### config.mk
export PLATFORM = sky130hd
export DESIGN_NAME = ghr_ckpt
export DESIGN_NICKNAME = d
export VERILOG_FILES = /design/src/rtl/ghr_ckpt.sv
export SDC_FILE = /design/constraint.sdc
export NUM_CORES = 1
export LEC_CHECK = 0
export CORE_MARGIN = 4
export CORE_UTILIZATION = 55
export DETAILED_ROUTE_END_ITERATION = 8
export DONT_BUFFER_PORTS = 1
export PLACE_DENSITY = 0.71
export SLEW_MARGIN = 10
export SYNTH_ARGS = -nofsm -noshare
export SYNTH_HDL_FRONTEND = slang
export SYNTH_SLANG_ARGS = --single-unit
### constraint.sdc
create_clock -name clk -period 6.4 [get_ports clk]
set_input_delay 0.64 -clock clk [delete_from_list [all_inputs] [get_ports clk]]
set_output_delay 0.64 -clock clk [all_outputs]
set_load 0.005 [all_outputs]
### src/rtl/ghr_ckpt.sv
// Speculative global-history register with a checkpoint ring for
// branch-predictor recovery. Each accepted push shifts the predicted
// direction into spec_hist and records the pre-shift history plus the
// predicted bit at the tail. Commits retire from the head into arch_hist;
// a recovery rebuilds spec_hist from the mispredicted branch's checkpoint
// and truncates the ring just after that entry.
module ghr_ckpt #(
  parameter int unsigned HIST_W = 14,
  parameter int unsigned DEPTH  = 8,
  parameter logic [HIST_W-1:0] INIT = '0,
  localparam int unsigned TAG_W = $clog2(DEPTH)
) (
  input  logic              clk,
  input  logic              reset,
  input  logic              spec_valid,
  input  logic              spec_taken,
  output logic              spec_ready,
  output logic [TAG_W-1:0]  spec_tag,
  input  logic              commit_valid,
  input  logic              recover_valid,
  input  logic [TAG_W-1:0]  recover_tag,
  input  logic              recover_taken,
  output logic [HIST_W-1:0] spec_hist,
  output logic [HIST_W-1:0] arch_hist,
  output logic [TAG_W:0]    count,
  output logic              full,
  output logic              empty
);

  localparam logic [TAG_W:0] FULL_CNT = (TAG_W+1)'(DEPTH);
  localparam logic [TAG_W:0] PTR_ONE  = (TAG_W+1)'(1);

  // Pointers carry one extra wrap bit so full and empty stay distinguishable.
  logic [TAG_W:0]    head;
  logic [TAG_W:0]    tail;
  logic [HIST_W-1:0] spec_q;
  logic [HIST_W-1:0] arch_q;

  logic [HIST_W-1:0] ck_hist  [DEPTH];
  logic              ck_taken [DEPTH];

  logic [TAG_W-1:0]  rec_off;
  logic              rec_hit;
  logic              push;
  logic              commit;
  logic              commit_taken;
  logic [TAG_W:0]    rec_tail;

  // Status outputs depend only on registered pointers.
  assign count      = tail - head;
  assign full       = (count == FULL_CNT);
  assign empty      = (count == '0);
  assign spec_ready = !full;
  assign spec_tag   = tail[TAG_W-1:0];
  assign spec_hist  = spec_q;
  assign arch_hist  = arch_q;

  // Decode which operations take effect this cycle.
  always_comb begin
    rec_off      = recover_tag - head[TAG_W-1:0];
    // Head-relative distance makes the in-flight test immune to tail wrap.
    rec_hit      = recover_valid && ({1'b0, rec_off} < count);
    push         = spec_valid && !full && !rec_hit;
    commit       = commit_valid && !empty;
    commit_taken = ck_taken[head[TAG_W-1:0]];
    if (rec_hit && (recover_tag == head[TAG_W-1:0]))
      commit_taken = recover_taken;
    rec_tail     = head + {1'b0, rec_off} + PTR_ONE;
  end

  // Pointer and history registers.
  always_ff @(posedge clk) begin
    if (reset) begin
      head   <= '0;
      tail   <= '0;
      spec_q <= INIT;
      arch_q <= INIT;
    end else begin
      if (rec_hit) begin
        tail   <= rec_tail;
        spec_q <= {ck_hist[recover_tag][HIST_W-2:0], recover_taken};
      end else if (push) begin
        tail   <= tail + PTR_ONE;
        spec_q <= {spec_q[HIST_W-2:0], spec_taken};
      end
      if (commit) begin
        head   <= head + PTR_ONE;
        arch_q <= {arch_q[HIST_W-2:0], commit_taken};
      end
    end
  end

  // Checkpoint storage; contents are don't-care after reset.
  always_ff @(posedge clk) begin
    if (push) begin
      ck_hist[tail[TAG_W-1:0]]  <= spec_q;
      ck_taken[tail[TAG_W-1:0]] <= spec_taken;
    end else if (rec_hit) begin
      ck_taken[recover_tag] <= recover_taken;
    end
  end

endmodule

======== Yosys cells after proc, flatten, opt, wreduce, memory -nomap -nowiden ========
Memory sizes are Yosys's and may differ from the RTL's. A register that Yosys moved wholly into a read port is not among the register bits.
Cells that the tools add are included.
storage, ports and cells
  bits in registers ....................... 36
  bits in latches ......................... 0
  RAM bits ................................ 120
  ROM bits ................................ 0
  bits of input ports ..................... 10
  logic and storage cells ................. 39
  memories ................................ 2
memories
  memory    words  width  rd ports  clocked after memory_dff  write ports  line  source
  ck_hist   8      14     1         0                         1            39    logic [HIST_W-1:0] ck_hist [DEPTH];
  ck_taken  8      1      1         1                         1            40    logic ck_taken [DEPTH];
cells by class
  add/sub/neg operators ................... 6
  $mul .................................... 0
  divide/modulo/power cells ............... 0
  magnitude comparators ................... 1
  equal/unequal tests ..................... 2
  shifts and indexed selects .............. 0
  muxes and demuxes ....................... 13
  bitwise gates (word level) .............. 0
  reductions and logical operators ........ 11
operator list
  kind                                                            number
  14-bit two-way mux                                              2
  4-bit by 1-bit adder with 4-bit output (second input constant)  3
  1-bit two-way mux                                               8
  4-bit two-way mux                                               2
  1-bit logical AND                                               5
  4-bit by 3-bit adder with 4-bit output                          1
  4-bit == test (second input constant)                           1
  4-bit zero test                                                 1
  3-bit by 4-bit < comparator with 1-bit output                   1
  4-bit subtractor                                                1
  3-bit == test                                                   1
  1-bit zero test                                                 3
  3-bit two-way mux                                               1
  3-bit subtractor                                                1
  2-bit nonzero test                                              1
  1-bit OR reduction                                              1

======== Depth between registers and ports, before layout ========
Gate-level depths: netlist (run 1).
  word-level depth ........................ 9
  mapped depth ............................ 17
  gate-level depth less buffers ........... 14

======== Least setup slack after synthesis (run 1) ========
OpenSTA, ideal clock, no wires.
  kind .................................... input to register
  start ................................... input port recover_tag[0]
  end ..................................... memory ck_hist[5][0] (enable)
  data arrival time ....................... 4.209 ns
  required time ........................... 5.998 ns
  path slack .............................. 1.789 ns
  stages on the path ...................... 16
  path buffers ............................ 3
  cell sequence ........................... buf_2 -> buf_2 -> inv_1 -> ha_1 -> inv_1 -> fa_1 -> xnor2_1 -> xnor2_1 -> ha_1 -> o211a_1 -> a211oi_2 -> a21oi_1 -> o21ai_1 -> or2_1 -> buf_2 -> nor3b_1
on the way
  cells in the longest elaborated chain, start to end .. 7
RTL lines
  element                                        line  source
  from (decl)                                    21    input logic [TAG_W-1:0] recover_tag,
  3-bit subtractor                               60    rec_off = recover_tag - head[TAG_W-1:0];
  3-bit by 4-bit < comparator with 1-bit output  62    rec_hit = recover_valid && ({1'b0, rec_off} < count);
  1-bit logical AND                              62
  1-bit zero test                                63    push = spec_valid && !full && !rec_hit;
  1-bit logical AND                              63
  1-bit two-way mux                              95    if (push) begin
  1-bit two-way mux (implied by the code)        96    ck_hist[tail[TAG_W-1:0]] <= spec_q;
  to (decl)                                      39
Every way passes these cells.

======== Worst setup path in the final report (run 1) ========
  start ................................... register tail[1]
  end ..................................... memory ck_hist[5][8] (enable)
on the way
  cells in the longest elaborated chain, start to end .. 7
  elaborated cells on any way between the ends .. 10
  those cells by class .................... add/sub: 1; order compare: 1; eq/ne: 1; mux: 2; reduce/logical: 5
RTL lines
  element                                                                                line    source
  from (decl)                                                                            35      logic [TAG_W:0] tail;
  from (signal assigned)                                                                 80      tail <= rec_tail;
  from (signal assigned)                                                                 83      tail <= tail + PTR_ONE;
  4-bit subtractor                                                                       50      assign count = tail - head;
  3-bit by 4-bit < comparator with 1-bit output / 4-bit == test (equally long branches)  62, 51
  1-bit logical AND / 1-bit zero test (equally long branches)                            62, 63
  1-bit zero test / 1-bit logical AND (equally long branches)                            63
  1-bit logical AND                                                                      63
  1-bit two-way mux                                                                      95
  1-bit two-way mux (implied by the code)                                                96
Several ways; a longest one is shown, not always the timed one.

==> results.ini, run 1 <==
[critical_path]
worst-path-max-fanout = 13
crit_required_ns = 6.43
crit_path_start_kind = flop
end_kind = flop
timing.rr.start = tail[1]$_SDFFE_PP0P_
reg2reg_depth = 10
r2r_setup_slack_ns = 2.31
worstSetupPathType = flop to flop
arrival_ns = 4.12
reg2reg_to = ck_hist[5][8]$_DFFE_PP_

[timing]
relSlewSlack = 0.202
fin_crit_sh = 0.639
slew_violations = 0
hold_viol_final = 0
fin_tns_setup_ns = 0
rsz0062_at_grt = no
finClkSkew_ns = 0.0198
setup_violations = 0
tightest_slew_ns = 1.20
fin_crit_ns = 4.09
max_freq_ghz = 0.245

[clock_tree]
clk_pin_slew_ns = 0.06
cts_resized = 0
cts_hold_buf = 0
clk_latency_ns = 0.43
numCtsBuffers = 17
ctsHtreeMaxLevel = 4
clock_sinks = 148
cts_tree = built
clockBufferDepth = 2
cts_setup_buffers = 0
root_buffer = clkbuf_16

[synthesis]
synth-seq-cells = 148
synth_cells = 416
synth_area_per_cell_sq_um = 15.4
synth-edff-count = 112
yosysMostFrequentCell = edfxtp_1
async_reset_ff_frac = 0
ys_seq_area_frac = 0.638
synth_largest_area_cell = edfxtp_1
synth_area_sq_um = 6400
synthDistinctLibCells = 45
synthFlopType = edfxtp_1
synthTopCellsByArea = edfxtp_1, dfxtp_1, mux4_2
synth.top_cells.by_count = edfxtp_1, nor2_1, dfxtp_1, mux2i_1, mux4_2
yosysWarningCount = 0
syn_nets = 440
netlist.area_leader.share = 0.526

[place]
port-buffer-count = 0
gp_congestion = 0.750
hpwl_um = 7270

[cells_and_area]
final_core_util = 0.621
layout-drive-gt1-share = 0.192
area_growth_syn_to_layout_pct = 10.8
antennaDiodeCount = 0
finish.net_count = 437

[global_route]
grt.overflow.total = 0
grt_pass1_vias = 3566
antenna_found_initial = 0
grt_pass1_wl_um = 19500
grt_max_degree = 37
track_usage = 0.199

[floorplanning]
die-height_um = 116
core_area_sq_um = 11400
dieWidth_um = 116
start_util = 0.560
row_count = 39
io_pins = 48
die-area_sq_um = 13400

[job]
maxCapViolCount = 0

[worst_hold_path]
min-delay-start = reset
hold_path.class = primary input to flop
hold_depth = 1
hold_path_end = tail[3]$_SDFFE_PP0P_

[pwr]
leakage_nw = 2.52
ir_drop_mv = 0.433
p_per_area_nw_per_um2 = 462

[detailed_routing]
drtIter0Drc = 345
drt-total-wl_um = 12300
drt_first_pass_iters = 5
via_count = 3417
drc = 0
avgViaCountPerCell = 6.05
ant_nets = 0
wl_per_cell_um = 21.7

[outcome]
status = complete, no violations

-- kinds of logic after synthesis --
logic type | share of synthesized area
fa+ha+maj | 0.0309
xor+xnor | 0.0246
simple gates | 0.0624
flops | 0.638
compound gates | 0.0626
buf+inv | 0.0319
mux | 0.149
-- worst max-delay path by stage --
stage                    startpoint                 endpoint  slack (ns)  depth (start not counted)
3_5_place_dp         recover_tag[0]  ck_hist[5][1]$_DFFE_PP_        2.21                         13
4_1_cts        tail[0]$_SDFFE_PP0P_  ck_hist[5][8]$_DFFE_PP_        2.25                         11
6_report       tail[1]$_SDFFE_PP0P_  ck_hist[5][8]$_DFFE_PP_        2.31                         10
3_3_place_gp         recover_tag[0]  ck_hist[5][2]$_DFFE_PP_        2.27                         13
2_1_floorplan        recover_tag[0]  ck_hist[5][0]$_DFFE_PP_        1.79                         16
5_1_grt        tail[1]$_SDFFE_PP0P_  ck_hist[5][8]$_DFFE_PP_        1.95                         10
-- critical path, cell delays in order (launching register included) --
cell and delay (ns):
dfxtp_1 0.64, inv_1 0.28, fa_1 0.48, xor2_1 0.19, ha_1 0.33, o211a_1 0.16
a211oi_2 0.05, a21oi_1 0.13, o21ai_1 0.20, or2_1 0.37, nor3b_2 0.86
-- state kept, by name, indices dropped and copies added (netlist names) --
register,flops
ck_hist,104
arch_hist,14
spec_hist,14
ck_taken,8
head,4
tail,4
-- area by class of cell --
class,count,area (sq um)
fill,834,4330
sequential,148,4080
multi-input combinational,223,2150
clock buffer,18,429
tap,143,179
clock inverter,10,135
inverter,16,60.1
timing repair buffer,7,52.6
-- routing by layer --
| layer | share of wire | up-vias | global-route usage |
|---|---|---|---|
| li1 | - | 1576 | - |
| met3 | 0.067 | 10 | 0.0606 |
| met5 | 0 | - | 0 |
| met1 | 0.42 | 1741 | 0.264 |
| met2 | 0.50 | 90 | 0.316 |
| met4 | 0.0080 | 0 | 0.0673 |
-- power by group --
part	internal, mW	total (mW)	leakage [nW]	switching (mW)
sequential	1.25	1.40	1.33	0.149
clock	0.602	0.958	0.280	0.356
combinational	0.382	0.915	0.912	0.533
total	2.24	3.27	2.52	1.04
-- placed cells by master (no fill, tap or decap), types with 4 or more instances in the layout --
| cell type | instances |
|---|---|
| nor2b_1 | 13 |
| a211oi_1 | 27 |
| nor3_2 | 5 |
| ha_1 | 11 |
| mux2i_1 | 29 |
| xor2_1 | 4 |
| inv_1 | 15 |
| buf_4 | 7 |
| a21oi_1 | 7 |
| edfxtp_1 | 112 |
| nor2_1 | 38 |
| clkbuf_16 | 17 |
| dfxtp_1 | 36 |
| mux4_2 | 28 |
| xnor2_1 | 14 |
| nand2_1 | 5 |
-- per-stage QoR --
step / total power [mW] / area (sq um) / hold slack [ns] / setup WS, ns / cells
after detailed placement: 2.34 / 6520 / 0.529 / 2.21 / 537
final: 3.27 / 7090 / 0.278 / 2.31 / 565
after floorplan: 2.13 / 6400 / 0.489 / 1.79 / 416
after CTS: 3.30 / 7090 / 0.271 / 2.25 / 565
after global routing: 3.46 / 7090 / 0.268 / 1.95 / 565
after global placement: 2.32 / 6520 / 0.514 / 2.27 / 537
Note: power is estimated with default switching activity, not from simulation.
==> run 2, diff against run 1 <==
--- a/config.mk
+++ b/config.mk
@@ -9,7 +9,7 @@
 export CORE_UTILIZATION = 55
 export DETAILED_ROUTE_END_ITERATION = 8
 export DONT_BUFFER_PORTS = 1
-export PLACE_DENSITY = 0.71
+export PLACE_DENSITY = 0.74
 export SLEW_MARGIN = 10
 export SYNTH_ARGS = -nofsm -noshare
 export SYNTH_HDL_FRONTEND = slang
==> constraint.sdc (replaced) <==
create_clock -name clk -period 3.5 [get_ports clk]
set_input_delay 0.35 -clock clk [delete_from_list [all_inputs] [get_ports clk]]
set_output_delay 0.35 -clock clk [all_outputs]
set_load 0.005 [all_outputs]
==> results.ini, run 2 (synthesized netlist as in run 1, its figures left out) <==
[job]
maxCapViolCount = 0  ; unchanged

[floorplanning]
core_area_sq_um = 11400  ; unchanged
io_pins = 48  ; unchanged
start_util = 0.560  ; unchanged
die-height_um = 116  ; unchanged
die-area_sq_um = 13400  ; unchanged
dieWidth_um = 116  ; unchanged
row_count = 39  ; unchanged

[global_route]
grt_pass1_wl_um = 20300  ; was 19500 um
grt_max_degree = 34  ; was 37
grt_pass1_vias = 3613  ; was 3566
track_usage = 0.207  ; was 0.199
grt.overflow.total = 0  ; unchanged
antenna_found_initial = 0  ; unchanged

[cells_and_area]
finish.net_count = 455  ; was 437
layout_common_cells = edfxtp_1, nor2_1, dfxtp_1  ; unchanged
area_growth_syn_to_layout_pct = 14.8  ; was 10.8%
layout_commonest_cell = edfxtp_1  ; unchanged
multi_input_area_sq_um = 2180  ; was 2150 sq um
largest_reg_flops = 104  ; unchanged
antennaDiodeCount = 0  ; unchanged
layout-drive-gt1-share = 0.241  ; was 0.192
final_core_util = 0.643  ; was 0.621
finalNonFillerCells = 587  ; was 565
regArea_sq_um = 4080  ; unchanged
fillers = 824  ; was 834

[clock_tree]
clk_latency_ns = 0.42  ; was 0.43 ns
cts_tree = built  ; unchanged
numCtsBuffers = 17  ; unchanged
root_buffer = clkbuf_16  ; unchanged
ctsHtreeMaxLevel = 4  ; unchanged
clockBufferDepth = 2  ; unchanged
clock_sinks = 148  ; unchanged
clk_pin_slew_ns = 0.06  ; about the same

[critical_path]
worstSetupPathType = flop to flop  ; unchanged
worst-path-max-fanout = 19  ; was 13
cp_slowest_cell = fa_1  ; was nor3b_2
end_kind = flop  ; unchanged
crit_path_start_kind = flop  ; unchanged
path_cells = inv_1 -> fa_1 -> xnor2_1 -> xnor2_1 -> ha_1 -> o211a_1 -> a211oi_2 -> o31ai_4 -> buf_4 -> nor2_1 -> a22oi_1 -> nor2_1  ; was inv_1 -> fa_1 -> xor2_1 -> ha_1 -> o211a_1 -> a211oi_2 -> a21oi_1 -> o21ai_1 -> or2_1 -> nor3b_2
arrival_ns = 3.40  ; was 4.12 ns
crit_required_ns = 3.67  ; was 6.43 ns
cpPeakStageDelay_ns = 0.42  ; was 0.86 ns

[detailed_routing]
avgViaCountPerCell = 6.00  ; was 6.05
drt-total-wl_um = 12700  ; was 12300 um
drtIter0Drc = 254  ; was 345
drc = 0  ; unchanged
ant_nets = 0  ; unchanged
via_count = 3521  ; was 3417
wl_per_cell_um = 21.7  ; about the same
drt_first_pass_iters = 5  ; unchanged

[pwr]
power_frac_clock = 0.304  ; was 0.293
p_per_area_nw_per_um2 = 863  ; was 462 nW/um^2
p_sw_mw = 2.00  ; was 1.04 mW
power_frac_comb = 0.300  ; was 0.279
cell_internal_pwr_mw = 4.33  ; was 2.24 mW
p_total_mw = 6.34  ; was 3.27 mW
leakage_nw = 2.64  ; was 2.52 nW
power.share.switching = 0.316  ; was 0.317
seqPwrFrac = 0.396  ; was 0.428
ir_drop_mv = 0.559  ; was 0.433 mV

[timing]
hold_viol_final = 0  ; unchanged
max_freq_ghz = 0.309  ; was 0.245 GHz
finClkSkew_ns = 0.00907  ; was 0.0198 ns
fin_crit_sh = 0.923  ; was 0.639
relSlewSlack = 0.662  ; was 0.202
fin_crit_ns = 3.23  ; was 4.09 ns
setup_slack_ns = 0.268  ; was 2.31 ns
fin_tns_setup_ns = 0  ; unchanged
setup_violations = 0  ; unchanged
tightest_slew_ns = 0.506  ; was 1.20 ns
slew_violations = 0  ; unchanged
rsz0062_at_grt = no  ; unchanged

[place]
hpwl_um = 7630  ; was 7270 um
port-buffer-count = 0  ; unchanged
dpl_worst_slack_ns = 0.193  ; was 2.21 ns
place_inst = 550  ; was 537
gp_congestion = 0.821  ; was 0.750

[worst_hold_path]
hold_path.class = primary input to flop  ; unchanged

[outcome]
status = complete, no violations  ; unchanged

-- run 2: worst paths after layout --
check	startpoint	endpoint	slack (ns)	cells past startpoint
min reg2reg	arch_hist[13]$_SDFFE_PP0P_	arch_hist[13]$_SDFFE_PP0P_	0.53	2
max	head[1]$_SDFFE_PP0P_	ck_taken[2]$_DFFE_PP_	0.27	12
min	reset	arch_hist[0]$_SDFFE_PP0P_	0.14	3
max reg2reg	head[1]$_SDFFE_PP0P_	ck_taken[2]$_DFFE_PP_	0.27	12
-- run 2: timing repair --
action,CTS,global route
hold buffers,2,1
gates resized for setup,0,2
setup buffers,0,2
hold endpoints to repair,33,1
endpoints found under the setup margin,0,7
-- run 2: cell type report --
cell class	count	share of cell area
inverters	16	0.00818
multi-input cells	223	0.296
flip-flops and latches	148	0.556
clock inverters	13	0.0266
clock buffers	19	0.0603
repair buffers	25	0.0279
well taps	143	0.0244
-- run 2: metrics by stage --
| step | hold WS, ns | cell area [sq um] |
|---|---|---|
| final | 0.143 | 7340 |
| after global routing | 0.158 | 7340 |
| after CTS | 0.000390 | 7310 |
| after detailed placement | 0.427 | 6640 |
| after global placement | 0.427 | 6640 |
| after floorplan | 0.489 | 6480 |
-- run 2: routing by layer --
layer,track usage,up-vias,part of all wire
li1,-,1613,-
met1,0.270,1784,0.42
met2,0.334,109,0.50
met3,0.0658,15,0.062
met4,0.0673,0,0.010
met5,0,-,0
-- run 2: worst max-delay path, delay by kind of cell (launching register included) --
family	cells	cell delay, ns
fa+ha+maj	2	0.75
xor+xnor	2	0.32
simple gates	2	0.19
flops	1	0.41
buf+inv	2	0.47
compound gates	4	0.85
-- run 2: power by group through the flow --
stage          Combinational (mW)  Clock (mW)  Sequential [mW]
2_1_floorplan                1.46           0             2.47
3_3_place_gp                 1.81           0             2.53
3_5_place_dp                 1.83           0             2.55
4_1_cts                      1.86        1.96             2.51
5_1_grt                      2.09        2.05             2.55
6_report                     1.90        1.93             2.51
==> run 3, diff against run 2 <==
--- a/config.mk
+++ b/config.mk
@@ -10,6 +10,7 @@
 export DETAILED_ROUTE_END_ITERATION = 8
 export DONT_BUFFER_PORTS = 1
 export PLACE_DENSITY = 0.74
+export REMOVE_ABC_BUFFERS = 1
 export SLEW_MARGIN = 10
 export SYNTH_ARGS = -nofsm -noshare
 export SYNTH_HDL_FRONTEND = slang
==> results.ini, run 3 (synthesized netlist as in run 1, its figures left out) <==
[clock_tree]
numCtsBuffers = 17  ; unchanged
cts_tree = built  ; unchanged
clk_pin_slew_ns = 0.06  ; about the same
clock_sinks = 148  ; unchanged
root_buffer = clkbuf_16  ; unchanged
clockBufferDepth = 2  ; unchanged
ctsHtreeMaxLevel = 4  ; unchanged
clk_latency_ns = 0.42  ; about the same

[floorplanning]
die-height_um = 116  ; unchanged
core_area_sq_um = 11400  ; unchanged
die-area_sq_um = 13400  ; unchanged
row_count = 39  ; unchanged
io_pins = 48  ; unchanged
start_util = 0.560  ; unchanged
dieWidth_um = 116  ; unchanged

[cells_and_area]
layout_common_cells = edfxtp_1, nor2_1, dfxtp_1  ; unchanged
area_growth_syn_to_layout_pct = 15.1  ; was 14.8%
layout_commonest_cell = edfxtp_1  ; unchanged
largest_reg_flops = 104  ; unchanged
finalNonFillerCells = 599  ; was 587
antennaDiodeCount = 0  ; unchanged
finish.net_count = 467  ; was 455
layout-drive-gt1-share = 0.254  ; was 0.241
fillers = 799  ; was 824

[timing]
setup_violations = 0  ; unchanged
max_freq_ghz = 0.300  ; was 0.309 GHz
tightest_slew_ns = 0.884  ; was 0.506 ns
holdWs_ns = 0.132  ; was 0.143 ns
finClkSkew_ns = 0.0133  ; was 0.00907 ns
rsz0062_at_grt = no  ; unchanged
setup_slack_ns = 0.171  ; was 0.268 ns
relSlewSlack = 0.409  ; was 0.662
fin_crit_sh = 0.951  ; was 0.923
hold_viol_final = 0  ; unchanged
slew_violations = 0  ; unchanged
fin_crit_ns = 3.33  ; was 3.23 ns

[place]
gp_congestion = 0.836  ; was 0.821
dpl_worst_slack_ns = 0.0373  ; was 0.193 ns
place_inst = 556  ; was 550
port-buffer-count = 0  ; unchanged
hpwl_um = 7820  ; was 7630 um

[global_route]
grt_max_degree = 31  ; was 34
grt_pass1_wl_um = 20500  ; was 20300 um
grt_pass1_vias = 3819  ; was 3613
antenna_found_initial = 0  ; unchanged
track_usage = 0.208  ; was 0.207
grt.overflow.total = 0  ; unchanged

[pwr]
leakage_nw = 2.66  ; was 2.64 nW
cell_internal_pwr_mw = 4.20  ; was 4.33 mW
p_sw_mw = 2.02  ; was 2.00 mW
power_frac_comb = 0.328  ; was 0.300
seqPwrFrac = 0.404  ; was 0.396
p_per_area_nw_per_um2 = 846  ; was 863 nW/um^2
power.share.switching = 0.325  ; was 0.316
ir_drop_mv = 0.487  ; was 0.559 mV
power_frac_clock = 0.267  ; was 0.304
p_total_mw = 6.23  ; was 6.34 mW

[job]
maxCapViolCount = 0  ; unchanged

[critical_path]
crit_path_start_kind = flop  ; unchanged
end_kind = flop  ; unchanged
crit_required_ns = 3.61  ; was 3.67 ns
reg2reg_depth = 14  ; was 12
arrival_ns = 3.44  ; was 3.40 ns
worstSetupPathType = flop to flop  ; unchanged
worst-path-max-fanout = 13  ; was 19

[outcome]
status = complete, no violations  ; unchanged

[detailed_routing]
drtIter0Drc = 163  ; was 254
ant_nets = 0  ; unchanged
avgViaCountPerCell = 5.91  ; was 6.00
wl_per_cell_um = 21.6  ; was 21.7 um
via_count = 3540  ; was 3521
drt-total-wl_um = 12900  ; was 12700 um
drt_first_pass_iters = 4  ; was 5
drc = 0  ; unchanged

[worst_hold_path]
hold_depth = 3  ; unchanged
hold_path.class = primary input to flop  ; unchanged

run 3: cell type report:
type                            count  area, sq um  share of cell area
Clock buffer                       23          488              0.0663
Clock inverter                      9         70.1             0.00952
Inverter                           16         60.1             0.00816
Multi-Input combinational cell    223         2180               0.296
Sequential cell                   148         4090               0.555
Tap cell                          143          179              0.0243
Timing Repair Buffer               37          304              0.0413
run 3: per-layer routing:
| metal | vias up | share of wire | global-route usage |
|---|---|---|---|
| met2 | 96 | 0.53 | 0.354 |
| met4 | 0 | 0.015 | 0.0797 |
| li1 | 1632 | - | - |
| met1 | 1793 | 0.40 | 0.252 |
| met5 | - | 0 | 0 |
| met3 | 19 | 0.057 | 0.0621 |
run 3: power by group through the flow:
stage          Combinational [mW]  Clock [mW]  Sequential (mW)
2_1_floorplan                1.30           0             2.50
3_3_place_gp                 1.81           0             2.54
3_5_place_dp                 1.86           0             2.56
4_1_cts                      1.89        1.69             2.52
5_1_grt                      2.24        1.78             2.56
6_report                     2.05        1.66             2.52
run 3: path summary, 6_finish.rpt:
path / startpoint / end / slack (ns)
max: head[0]$_SDFFE_PP0P_ / ck_hist[5][10]$_DFFE_PP_ / 0.17
min: reset / arch_hist[0]$_SDFFE_PP0P_ / 0.13
max reg2reg: head[0]$_SDFFE_PP0P_ / ck_hist[5][10]$_DFFE_PP_ / 0.17
min reg2reg: arch_hist[1]$_SDFFE_PP0P_ / arch_hist[1]$_SDFFE_PP0P_ / 0.55
run 3: repair_timing:
item | CTS | global route
setup buffers | 0 | 7
hold endpoints to repair | 16 | 2
setup endpoints to repair | 0 | 95
resized for setup | 0 | 8
hold buffers | 3 | 1
run 3: critical path, stage by stage, from the launching register on:
cell and delay [ns]:
dfxtp_2 0.35, ha_1 0.15, inv_1 0.05, fa_1 0.40, xnor2_2 0.15, xnor2_1 0.15
ha_1 0.36, o211a_1 0.21, a211oi_4 0.06, a21oi_1 0.17, o21ai_2 0.12, or2_1 0.26
buf_4 0.17, nor3b_2 0.21, buf_6 0.22
run 3: metrics by stage:
stage                      util  instance area, sq um  TNS [ns]
after CTS                 0.636                  7260         0
final                     0.645                  7360         0
after global routing      0.645                  7360         0
after detailed placement  0.585                  6680         0
after global placement    0.585                  6680         0
after floorplan               -                  6250    -23.65
